## config.mk

```make
export PLATFORM = sky130hd
export DESIGN_NAME = mem_stage_sram_ctrl
export DESIGN_NICKNAME = d
export VERILOG_FILES = /design/src/rtl/mem_stage_sram_ctrl.sv
export SDC_FILE = /design/constraint.sdc
export NUM_CORES = 1
export LEC_CHECK = 0
export BUFFER_PORTS_ARGS = -buffer_cell sky130_fd_sc_hd__buf_2
export CORE_ASPECT_RATIO = 1.25
export CORE_UTILIZATION = 42
export CTS_CLUSTER_SIZE = 12
export DETAILED_ROUTE_END_ITERATION = 16
export HOLD_SLACK_MARGIN = 0.06
export PLACE_DENSITY = 0.75
export SYNTH_ARGS = -nofsm -noshare
export SYNTH_HDL_FRONTEND = slang
export SYNTH_SLANG_ARGS = --single-unit
```

## constraint.sdc

```tcl
create_clock -name clk -period 1.6 [get_ports clk]
set_input_delay 0.16 -clock clk [delete_from_list [all_inputs] [get_ports clk]]
set_output_delay 0.16 -clock clk [all_outputs]
set_load 0.03 [all_outputs]
```

## src/rtl/mem_stage_sram_ctrl.sv

```systemverilog
// MEM-stage data-memory controller: 32-bit loads/stores on a 16-bit SRAM,
// done as a low half-word phase followed by a high half-word phase.
// ready drops for the duration of an access so the pipeline freezes.
module mem_stage_sram_ctrl #(
  parameter int unsigned BASE_ADDR   = 1024,
  parameter int unsigned SRAM_AW     = 18,
  parameter int unsigned WAIT_CYCLES = 2
) (
  input  logic               clk,
  input  logic               rst,
  input  logic               mem_r_en,
  input  logic               mem_w_en,
  input  logic [31:0]        alu_result,
  input  logic [31:0]        val_rm,
  output logic [31:0]        mem_read_value,
  output logic               ready,
  output logic [SRAM_AW-1:0] sram_addr,
  output logic [15:0]        sram_dq_out,
  input  logic [15:0]        sram_dq_in,
  output logic               sram_dq_oe,
  output logic               sram_we_n
);

  localparam int unsigned      CW       = (WAIT_CYCLES > 1) ? $clog2(WAIT_CYCLES) : 1;
  localparam logic [CW-1:0]    CNT_LAST = CW'(WAIT_CYCLES - 1);

  localparam logic [2:0] S_IDLE  = 3'd0;
  localparam logic [2:0] S_RD_LO = 3'd1;
  localparam logic [2:0] S_RD_HI = 3'd2;
  localparam logic [2:0] S_WR_LO = 3'd3;
  localparam logic [2:0] S_WR_HI = 3'd4;
  localparam logic [2:0] S_DONE  = 3'd5;

  logic [2:0]         state;
  logic [CW-1:0]      cnt;
  logic [SRAM_AW-2:0] word_q;   // SRAM word (32-bit) index latched at access start
  logic [31:0]        wdata_q;  // store data latched at access start
  logic [31:0]        off;
  logic               phase_last;
  logic               is_wr;
  logic               is_hi;
  logic               unused_off_bits;

  assign off             = alu_result - BASE_ADDR;
  assign unused_off_bits = ^{off[31:SRAM_AW+1], off[1:0]};
  assign phase_last      = (cnt == CNT_LAST);

  // Access sequencer: phase counter, state advance, address/data latch, load capture
  always_ff @(posedge clk) begin
    if (rst) begin
      state          <= S_IDLE;
      cnt            <= '0;
      word_q         <= '0;
      wdata_q        <= '0;
      mem_read_value <= '0;
    end else begin
      case (state)
        S_IDLE: begin
          cnt <= '0;
          if (mem_w_en) begin
            state   <= S_WR_LO;
            word_q  <= off[SRAM_AW:2];
            wdata_q <= val_rm;
          end else if (mem_r_en) begin
            state  <= S_RD_LO;
            word_q <= off[SRAM_AW:2];
          end
        end
        S_RD_LO: begin
          if (phase_last) begin
            cnt                   <= '0;
            state                 <= S_RD_HI;
            mem_read_value[15:0]  <= sram_dq_in;
          end else begin
            cnt <= cnt + CW'(1);
          end
        end
        S_RD_HI: begin
          if (phase_last) begin
            cnt                   <= '0;
            state                 <= S_DONE;
            mem_read_value[31:16] <= sram_dq_in;
          end else begin
            cnt <= cnt + CW'(1);
          end
        end
        S_WR_LO: begin
          if (phase_last) begin
            cnt   <= '0;
            state <= S_WR_HI;
          end else begin
            cnt <= cnt + CW'(1);
          end
        end
        S_WR_HI: begin
          if (phase_last) begin
            cnt   <= '0;
            state <= S_DONE;
          end else begin
            cnt <= cnt + CW'(1);
          end
        end
        // The request is still held here; returning to IDLE unconditionally
        // keeps it from restarting the access the pipeline is retiring.
        S_DONE:  state <= S_IDLE;
        default: state <= S_IDLE;
      endcase
    end
  end

  // SRAM pins and handshake decoded from the registered state
  always_comb begin
    is_wr       = (state == S_WR_LO) || (state == S_WR_HI);
    is_hi       = (state == S_RD_HI) || (state == S_WR_HI);
    sram_we_n   = ~is_wr;
    sram_dq_oe  = is_wr;
    sram_addr   = {word_q, is_hi};
    sram_dq_out = '0;
    if (state == S_WR_LO) sram_dq_out = wdata_q[15:0];
    if (state == S_WR_HI) sram_dq_out = wdata_q[31:16];
    ready = ((state == S_IDLE) && !mem_r_en && !mem_w_en) || (state == S_DONE);
  end

endmodule

```

# After elaboration in Yosys (flattened, before gate mapping)
# Cells that the tools add are included.
[word_totals]
out_inout_bits = 69
word_cells = 47
reg_bits = 85
inputBits = 84
[classes]
mux = 12
n_eq_ne = 9
reduce_logical = 17
n_bitwise = 1
n_addsub = 2
[op_table]
columns = ["operator", "n"]
rows = [
  ["17-bit 2-to-1 mux", 2],
  ["16-bit 2-to-1 mux", 2],
  ["19-bit by 11-bit subtractor with 19-bit output, second input constant", 1],
  ["3-bit 2-to-1 mux", 5],
  ["3-bit one-hot mux with 4 select lines", 1],
  ["2-bit AND reduction", 4],
  ["3-bit by 2-bit equality test with 1-bit output, second input constant", 2],
  ["3-bit equality test, second input constant", 2],
  ["2-bit inequality test, second input constant", 2],
  ["4-bit AND reduction", 1],
  ["2-bit nonzero test", 2],
  ["4-bit OR reduction", 1],
  ["3-bit by 1-bit equality test with 1-bit output, second input constant", 1],
  ["3-bit logical NOT", 1],
  ["1-bit logical OR", 3],
  ["3-bit inequality test, second input constant", 1],
  ["1-bit logical AND", 2],
  ["1-bit logical NOT", 2],
  ["2-bit by 1-bit inequality test with 1-bit output, second input constant", 1],
  ["1-bit one-hot mux with 2 select lines", 1],
  ["2-bit OR reduction", 1],
  ["1-bit adder, second input constant", 1],
  ["1-bit 2-to-1 mux", 1],
  ["1-bit NOT", 1],
]

# Depth between registers and ports, before layout
[logic_depth]
depth_word = 4
mapped_depth = 6
ltp_nobuf = 5

# Least setup slack after synthesis
# OpenSTA, ideal clock, no wires.
[synth_path]
kind = "reg2out"
from = "reg state[1]"
to = "out sram_dq_out[10]"
path_stages_with_launch = 5
setup_slack_ps = -105
t_required_ps = 1440
path_buffers = 2
arrival_time_ps = 1545
path_cell_list = "dfxtp_1 -> buf_2 -> nor3b_2 -> buf_2 -> a22o_1"
[synth_via]
elab_chain_cells = 3
word_cells_on_any_way = 4
classes_between = "2 x eq/ne; 2 x mux"
[synth_rtl]
columns = ["item", "line_no", "text"]
rows = [
  ["start, declared", "34", "logic [2:0] state;"],
  ["start signal, assigned", "51", "state <= S_IDLE;"],
  ["start signal, assigned", "61", "state <= S_WR_LO;"],
  ["start signal, assigned", "65", "state <= S_RD_LO;"],
  ["3-bit by 2-bit equality test with 1-bit output", "119", "if (state == S_WR_LO) sram_dq_out = wdata_q[15:0];"],
  ["16-bit 2-to-1 mux", "119", ""],
  ["16-bit 2-to-1 mux (*)", "120", "if (state == S_WR_HI) sram_dq_out = wdata_q[31:16];"],
  ["end, declared", "18", "output logic [15:0] sram_dq_out,"],
]
# Mark *: on every way between the ends. The rest lies on a longest branch, timed or not.

# Final worst setup path
[layout_path]
from = "reg state[0]"
to = "out sram_dq_out[1]"
# The elaborated chain is that of the path after synthesis.

==> impl_metrics.env <==
export IMPL_numPortBuffers=137
export IMPL_ys_warn_count=0
export IMPL_fin_skew_ns=0.01029
export IMPL_yosysTopAreaCell="dfxtp_1"
export IMPL_reg2reg_depth=5
export IMPL_min_path_type="input pin to register"
export IMPL_hold_viol=0
export IMPL_drc=0
export IMPL_synth_edff_count=0
export IMPL_drt_iter0_markers=113
export IMPL_grt_overflow=0
export IMPL_viasPerCell=5.233
export IMPL_cts_tree="yes"
export IMPL_htree_levels=3
export IMPL_start_kind="register"
export IMPL_die_h_um=103.3
export IMPL_ys_flop_type="dfxtp_1"
export IMPL_met3_usage=0.05635
export IMPL_drive_gt1_frac=0.3296
export IMPL_use_met2=0.4136
export IMPL_path_class="register to output port"
export IMPL_p_leak_nw=2.244
export IMPL_cts_root_buf="clkbuf_8"
export IMPL_min_from="alu_result[17]"
export IMPL_core_um2=7883
export IMPL_setup_viol=18
export IMPL_routabilityCongestion=0.7902
export IMPL_grt_antenna_before_repair=0
export IMPL_clockBufferDepth=2
export IMPL_synth_seq_cells=85
export IMPL_maxSlewHeadroom=0.5110
export IMPL_worst_pin_slew_ns=0.7308
export IMPL_synth_common_cells="nand2_1, dfxtp_1, a21oi_1"
export IMPL_cts_buffers=9
export IMPL_async_reset_ff_frac=0
export IMPL_fmax_ghz=0.5929
export IMPL_arrival_ns=1.53
export IMPL_clkTransAtPathRegs_ns=0.08
export IMPL_dieArea_um2=8576
export IMPL_synth_area_um2=3447
export IMPL_netlist_area_leader_share=0.4936
export IMPL_start_util=0.4373
export IMPL_worstPathCellList="inv_2 > nor3b_4 > buf_12 > a22o_1 > buf_6"
export IMPL_min_to="word_q[15]$_SDFFE_PP0P_"
export IMPL_hold_depth=3
export IMPL_diodes=0
export IMPL_period_share=1.054
export IMPL_grt_pass1_vias=3388
export IMPL_worstSetupStartpoint="state[0]$_SDFFE_PP0P_"
export IMPL_area_growth_pct=53.58
export IMPL_grtUsageMet1=0.2554
export IMPL_r2r_end="wdata_q[23]$_SDFFE_PP0P_"
export IMPL_slowest_stage="dfxtp_4"
export IMPL_synth_most_common_cell="nand2_1"
export IMPL_grt_max_degree=37
export IMPL_avgRoutedWirePerCell_um=14.20
export IMPL_violations="negative setup slack"
export IMPL_final_antenna_net_count=0
export IMPL_maxSlewViolCount=0
export IMPL_clk_latency_ns=0.37
export IMPL_vdd_drop_max_v=0.0008475
export IMPL_grt_pass1_wl_um=15730
export IMPL_fin_ws_ns=-0.08656
export IMPL_n_fill_cell=610
export IMPL_crit_path_end_kind="output port"
export IMPL_yosysUniqueCellTypes=39
export IMPL_synth_area_leaders="dfxtp_1, nand2_1, a21oi_1"
export IMPL_synth_cells=426
export IMPL_crit_path_max_fanout=18
export IMPL_first_pass_iters=4
export IMPL_ys_seq_area_frac=0.4936
export IMPL_rr_startpoint="state[2]$_SDFFE_PP0P_"
export IMPL_fin_nets=702
export IMPL_synth_fp_nets=511
export IMPL_vias=3752
export IMPL_numClockSinks=85
export IMPL_finalWirelength_um=10180
export IMPL_preCtsSetupSlack_ns=-0.06447
export IMPL_die_w_um=83.03
export IMPL_dp_hpwl_um=6101
export IMPL_worst_path_buf_inv=3
export IMPL_required_ns=1.44
export IMPL_grt_busiest_layer="met2"
export IMPL_cp_top_family="buffers and inverters"
export IMPL_status="finished with violations"
export IMPL_grt_use_total=0.2307
export IMPL_critPathMaxStageDelay_ns=0.38
export IMPL_power_w=0.005602
export IMPL_period_minus_slack_ns=1.687
export IMPL_cap_violations=0
export IMPL_ios=153
export IMPL_syn_area_per_cell_um2=8.092
export IMPL_r2r_slack_ns=0.13
export IMPL_power_density_nw_per_um2=1058
export IMPL_rsz0062_at_grt="true"
export IMPL_rows=36
registers in the layout (all words and copies together), names as in the netlist:
name	cells
word_q	17
state	3
cnt	1
wdata_q	32
mem_read_value	32
cell type report:
class | instances | area, um^2 | share of cell area
Inverter | 4 | 15.01 | 0.002836
Clock buffer | 11 | 151.4 | 0.02860
Multi-Input combinational cell | 301 | 1632 | 0.3082
Timing Repair Buffer | 216 | 1587 | 0.2997
Tap cell | 95 | 118.9 | 0.02245
Clock inverter | 5 | 82.58 | 0.01560
Sequential cell | 85 | 1708 | 0.3226
how the worst max path moves through the flow:
stage | endpoint | depth (start not counted)
after floorplan | sram_dq_out[10] | 4
after global placement | word_q[14]$_SDFFE_PP0P_ | 6
after detailed placement | word_q[14]$_SDFFE_PP0P_ | 6
after CTS | sram_dq_out[5] | 5
after global routing | sram_dq_out[1] | 5
final | sram_dq_out[1] | 5
kinds of logic (layout without fill, tap and decap cells):
kind of cell | Yosys count | in the layout | synth area share
xor gates and xnor gates | 4 | 4 | 0.01017
AOI/OAI and AO/OA | 126 | 126 | 0.2171
muxes | 1 | 1 | 0.002904
adders and majority gates | 1 | 1 | 0.003629
buffers and inverters | 41 | 236 | 0.05299
and+or+nand+nor | 168 | 169 | 0.2196
DFF | 85 | 85 | 0.4936
cells in the final DEF (no fill, tap or decap), drive strengths merged, types with 2 or more instances in the layout:
cell / Yosys / layout
inv: 4 / 4
bufinv: 0 / 2
buf: 18 / 158
xnor2: 3 / 3
a22o: 16 / 16
a21oi: 83 / 83
o21ai: 11 / 11
or4: 3 / 3
dlygate4sd3: 0 / 58
clkbuf: 19 / 11
clkinv: 0 / 3
nor4bb: 2 / 2
a311oi: 6 / 6
o31ai: 2 / 2
nand4bb: 2 / 2
nand2: 129 / 129
nand3: 9 / 9
nor3: 2 / 2
or3: 3 / 3
nor2: 8 / 9
dfxtp: 85 / 85
or2: 3 / 3
a211oi: 5 / 5
metrics by stage:
stage | cell area [um^2] | hold WS [ns] | TNS (ns) | std cells | util
final | 5294 | 0.07851 | -0.8565 | 717 | 0.6716
after global routing | 5294 | 0.08200 | -2.269 | 717 | 0.6716
after CTS | 5278 | 0.06120 | -1.122 | 716 | 0.6695
after detailed placement | 4333 | 0.4035 | -0.7027 | 642 | 0.5497
after global placement | 4333 | 0.3957 | -0.006550 | 642 | 0.5497
after floorplan | 3468 | 0.2497 | 0 | 426 | -
power by group:
part           switching, W  total, W  internal, W
Clock              0.000771   0.00174     0.000967
Sequential         0.000115   0.00242      0.00231
Combinational      0.000834   0.00144     0.000609
layer usage:
| layer | wire length (um) | part of all wire |
|---|---|---|
| met1 | 4066 | 0.40 |
| met2 | 5278 | 0.52 |
| met3 | 526 | 0.052 |
| met4 | 313 | 0.031 |
| met5 | 0 | 0 |
repair_timing:
action                                 in CTS  in global routing
hold buffers                               58                  0
setup endpoints to repair                  19                 28
endpoints found under the hold margin      74                  0
cloned                                      0                  1
gates resized for setup                    44                  3
pin swaps                                   0                  1
buffers inserted                            0                  0
worst register-to-register path, stage by stage, from the launching register on:
cell and delay (ns):
dfxtp_2 0.34, buf_6 0.13, or4b_1 0.52, buf_12 0.20
nand2_1 0.09, a21oi_1 0.07
(Power assumes the default switching activity.)
